--- src/rtl/compare_threshold_monitor.sv ---
// Debounced hysteresis alarm driven by the greater/equal/lesser flags of a magnitude comparator.
// It produces registered rise/fall pulses, a saturating rise count and an illegal-code flag.
module compare_threshold_monitor #(
  parameter int DEBOUNCE = 3,
  parameter int CNT_W    = 8
) (
  input  logic             clk,
  input  logic             rst_n,
  input  logic             in_valid,
  input  logic             greater,
  input  logic             equal,
  input  logic             lesser,
  input  logic             clr_cnt,
  output logic             alarm,
  output logic             rise_pulse,
  output logic             fall_pulse,
  output logic [CNT_W-1:0] event_cnt,
  output logic             cnt_sat,
  output logic             code_err
);

  typedef enum logic [1:0] {LOW, ARM, HIGH, DISARM} state_t;

  localparam logic [3:0]       DEB     = 4'(DEBOUNCE);
  localparam logic [CNT_W-1:0] CNT_MAX = '1;

  state_t     state, state_nxt;
  logic [3:0] run, run_nxt, run_inc;
  logic       hi, lo, eq, err;
  logic       rise_nxt, fall_nxt;

  // Only the three one-hot codes are legal samples; everything else is reported.
  assign hi      = in_valid && ({greater, equal, lesser} == 3'b100);
  assign eq      = in_valid && ({greater, equal, lesser} == 3'b010);
  assign lo      = in_valid && ({greater, equal, lesser} == 3'b001);
  assign err     = in_valid && !(hi || eq || lo);
  assign run_inc = run + 4'd1;

  always_ff @(posedge clk) begin
    if (!rst_n) begin
      state      <= LOW;
      run        <= '0;
      rise_pulse <= 1'b0;
      fall_pulse <= 1'b0;
      code_err   <= 1'b0;
      event_cnt  <= '0;
      cnt_sat    <= 1'b0;
    end else begin
      state      <= state_nxt;
      run        <= run_nxt;
      rise_pulse <= rise_nxt;
      fall_pulse <= fall_nxt;
      code_err   <= err;
      // A clear coincident with a rise keeps that rise.
      if (clr_cnt) begin
        event_cnt <= CNT_W'(rise_nxt);
        cnt_sat   <= rise_nxt && (CNT_MAX == CNT_W'(1));
      end else if (rise_nxt && !cnt_sat) begin
        event_cnt <= event_cnt + 1'b1;
        if (event_cnt == CNT_MAX - 1'b1) cnt_sat <= 1'b1;
      end
    end
  end

  always_comb begin
    state_nxt = state;
    run_nxt   = run;
    rise_nxt  = 1'b0;
    fall_nxt  = 1'b0;
    case (state)
      LOW: if (hi) begin
        if (DEB == 4'd1) begin
          state_nxt = HIGH;
          rise_nxt  = 1'b1;
        end else begin
          state_nxt = ARM;
          run_nxt   = 4'd1;
        end
      end
      ARM: if (hi) begin
        if (run_inc == DEB) begin
          state_nxt = HIGH;
          run_nxt   = '0;
          rise_nxt  = 1'b1;
        end else begin
          run_nxt   = run_inc;
        end
      end else if (lo) begin
        state_nxt = LOW;
        run_nxt   = '0;
      end
      HIGH: if (lo) begin
        if (DEB == 4'd1) begin
          state_nxt = LOW;
          fall_nxt  = 1'b1;
        end else begin
          state_nxt = DISARM;
          run_nxt   = 4'd1;
        end
      end
      DISARM: if (lo) begin
        if (run_inc == DEB) begin
          state_nxt = LOW;
          run_nxt   = '0;
          fall_nxt  = 1'b1;
        end else begin
          run_nxt   = run_inc;
        end
      end else if (hi) begin
        state_nxt = HIGH;
        run_nxt   = '0;
      end
      default: begin
        state_nxt = LOW;
        run_nxt   = '0;
      end
    endcase
  end

  always_comb begin
    alarm = (state == HIGH) || (state == DISARM);
  end

endmodule
--- config.mk ---
export PLATFORM = sky130hd
export DESIGN_NAME = compare_threshold_monitor
export DESIGN_NICKNAME = d
export VERILOG_FILES = /design/src/rtl/compare_threshold_monitor.sv
export SDC_FILE = /design/constraint.sdc
export NUM_CORES = 1
export LEC_CHECK = 0
export ABC_AREA = 1
export BUFFER_PORTS_ARGS = -buffer_cell sky130_fd_sc_hd__buf_2
export CORE_AREA = 2 2 52 54
export CTS_CLUSTER_SIZE = 25
export DETAILED_ROUTE_END_ITERATION = 12
export DIE_AREA = 0 0 54 56
export PLACE_DENSITY_LB_ADDON = 0.1
export SLEW_MARGIN = 20
export SYNTH_ARGS = -nofsm -noshare
export SYNTH_HDL_FRONTEND = slang
export SYNTH_SLANG_ARGS = --single-unit
export TNS_END_PERCENT = 30
--- constraint.sdc ---
create_clock -name clk -period 2.91 [get_ports clk]
set_clock_uncertainty 0.2 [all_clocks]
set_input_delay 0.582 -clock clk [delete_from_list [all_inputs] [get_ports clk]]
set_output_delay 0.582 -clock clk [all_outputs]
set_load 0.02 [all_outputs]
==> metrics.md <==
| Metric | Value |
|---|---|
| Vias in the first global route | 996 |
| # nets final | 202 |
| GP Congestion | 0.8860 |
| Layout fillers | 267 |
| H-tree levels | 1 |
| Net Count, Synth | 180 |
| Fin crit period | 1.775 ns |
| RSZ-0062 raised after global routing | false |
| Post-CTS Setup Inserts | 0 |
| CTS max path bufs | 2 |
| Seq/Total Area, Yosys | 0.3182 |
| CP peak stage delay | 0.47 ns |
| Worst Path Max Fanout | 8 |
| Slew Viols, Final | 0 |
| Syn_area_per_cell | 6.700 um2 |
| Drt total wl | 2440 um |
| Num rows | 18 |
| Max Freq | 563.3 MHz |
| Clk slew on worst S/H paths | 0.12 ns |
| Final Hold Slack | 0.3005 ns |
| Clk_lat worst skew | 0.31 ns |
| Power consumption | 0.0004379 W |
| Die area | 3024 um2 |
| Resized Gates After CTS | 0 |
| Critical path required time | 2.13 ns |
| Commonest non-fill, non-tap cell in the layout | nand2_1 |
| Drc violations | 0 |
| DRT Pass-1 Iters | 4 |
| Clk root buf | clkbuf_4 |
| Worst-path cell chain | buf_2 |
| Hpwl dp | 1853 um |
| Hold Path Class | reg -> reg |
| Worst-margin pin slew | 0.3691 ns |
| Final setup violation count | 0 |
| Number of warnings issued by yosys | 0 |
| VDD IR max | 271.2 uV |
| Post-route ant nets | 0 |
| Total grt overflow | 0 |
| Period Utilization, post-route | 0.6100 |
| Clock sinks | 18 |
| Maxcap violations | 0 |
| Initial antenna violation count | 0 |
| Layout cells sized above 1 | 0.2158 |
| CP max stage cell | dfxtp_1 |
| Hold buffers post-CTS | 0 |
| Setup crit end kind | primary output |
| PortBufs | 19 |
| Ant diodes | 0 |
| Critical setup path kind | reg -> out |
| Synth cell types | 26 |
| Area grow syn2layout | 14.14% |
| CORE AREA | 2432 um2 |
| CTS tree | yes |
| Status | finished clean |
| CP top delay family | flip-flops |
| Total CTS buffers | 3 |
| Via density | 5.068 |
| Data arrival time of the worst path | 0.99 ns |
| Cell area after synthesis | 1132 um2 |
| GRT Total Usage | 0.1716 |
| First-pass GRT wire length | 3919 um |
| Setup_tns | 0 ns |
| Via Count | 1115 |
| Seq cells post-synth | 18 |
| Endpoints failing hold | 0 |
| Die height | 56 um |
| Relative slew slack | 0.7536 |
| Most frequent cells in the layout | 46 x nand2_1, 22 x inv_1, 19 x buf_2, 18 x dfxtp_1 |
| Buf+Inv Stages, Crit Path | 1 |
| Die width | 54 um |
| Lkg Pwr | 0.6138 nW |
| I/O Pins | 20 |
| Largest net degree at the start of global routing | 13 |
| PD cells | 338.8 nW/um2 |
| DRT iter0 DRCs | 24 |
| Cells after Synth | 169 |
| Initial core utilization | 0.4655 |
| CP startpoint kind | flip-flop |
| Routed len/inst | 11.09 um |
synthesized netlist by cell type:
master | count | area share
nand2_1 | 46 | 0.15
inv_1 | 22 | 0.073
dfxtp_1 | 18 | 0.32
a21oi_1 | 14 | 0.062
nand3_1 | 14 | 0.062
nor2_1 | 14 | 0.046
nand4_1 | 7 | 0.039
nand2_2 | 5 | 0.028
ha_1 | 4 | 0.044
nand3b_1 | 3 | 0.020
nor2_2 | 3 | 0.017
nor2_4 | 3 | 0.030
inv_2 | 2 | 0.0066
o21ai_0 | 2 | 0.0088
a211oi_1 | 1 | 0.0066
buf_2 | 1 | 0.0044
clkbuf_1 | 1 | 0.0033
clkinv_1 | 1 | 0.0033
nand2_4 | 1 | 0.0099
nand3_2 | 1 | 0.0088
nand3_4 | 1 | 0.015
nor2_8 | 1 | 0.018
nor3_1 | 1 | 0.0044
o21ai_1 | 1 | 0.0044
o21ai_2 | 1 | 0.0077
xor2_1 | 1 | 0.0077
state kept, by name (all words and copies together), names as in the netlist:
name and cells:
rise_pulse 1, run 4, state 2, event_cnt 8, fall_pulse 1, cnt_sat 1, code_err 1
power breakdown:
part	switching [W]	internal, W	total, W
sequential	0.00000143	0.000248	0.000250
combinational	0.0000183	0.00000856	0.0000269
clock	0.0000850	0.0000764	0.000161
metrics by stage:
stage	instances	util	area, um2	setup WS (ns)
2_1_floorplan	169	-	1132	1.321
3_3_place_gp	216	0.5165	1256	1.100
3_5_place_dp	216	0.5165	1256	1.067
4_1_cts	220	0.5314	1292	1.128
5_1_grt	220	0.5314	1292	1.051
6_report	220	0.5314	1292	1.135
cell families (layout without fill, tap and decap cells):
group	after synthesis	after routing	synth area share
xor gates and xnor gates	1	1	0.007736
adders and majority gates	4	4	0.04420
AOI/OAI and AO/OA	19	19	0.08951
buffers and inverters	27	48	0.09060
and+or+nand+nor	100	100	0.4497
DFF	18	18	0.3182
path summary, 6_finish.rpt:
kind                startpoint      endpoint  slack [ns]  depth (start not counted)
setup / recovery  event_cnt[4]  event_cnt[4]        1.13                          1
hold / removal    event_cnt[7]  event_cnt[7]        0.30                          2
setup reg to reg        run[0]  event_cnt[5]        1.15                          8
hold reg to reg   event_cnt[7]  event_cnt[7]        0.30                          2
area by class of cell:
type	instances	area [um2]	share of cell area
Clock buffer	4	36.28	0.02807
Sequential cell	18	360.3	0.2788
Timing Repair Buffer	19	95.09	0.07357
Tap cell	30	37.54	0.02904
Multi-Input combinational cell	124	669.4	0.5179
Inverter	25	93.84	0.07260
layer usage:
metal  up-vias  track usage  wire length (um)
met5         -            0                 0
met4         0      0.07500                34
met3         6      0.04301               114
met2        31       0.3049              1222
met1       497       0.1826              1069
li1        581            -                 -
Power figures use the tool's default switching activity.
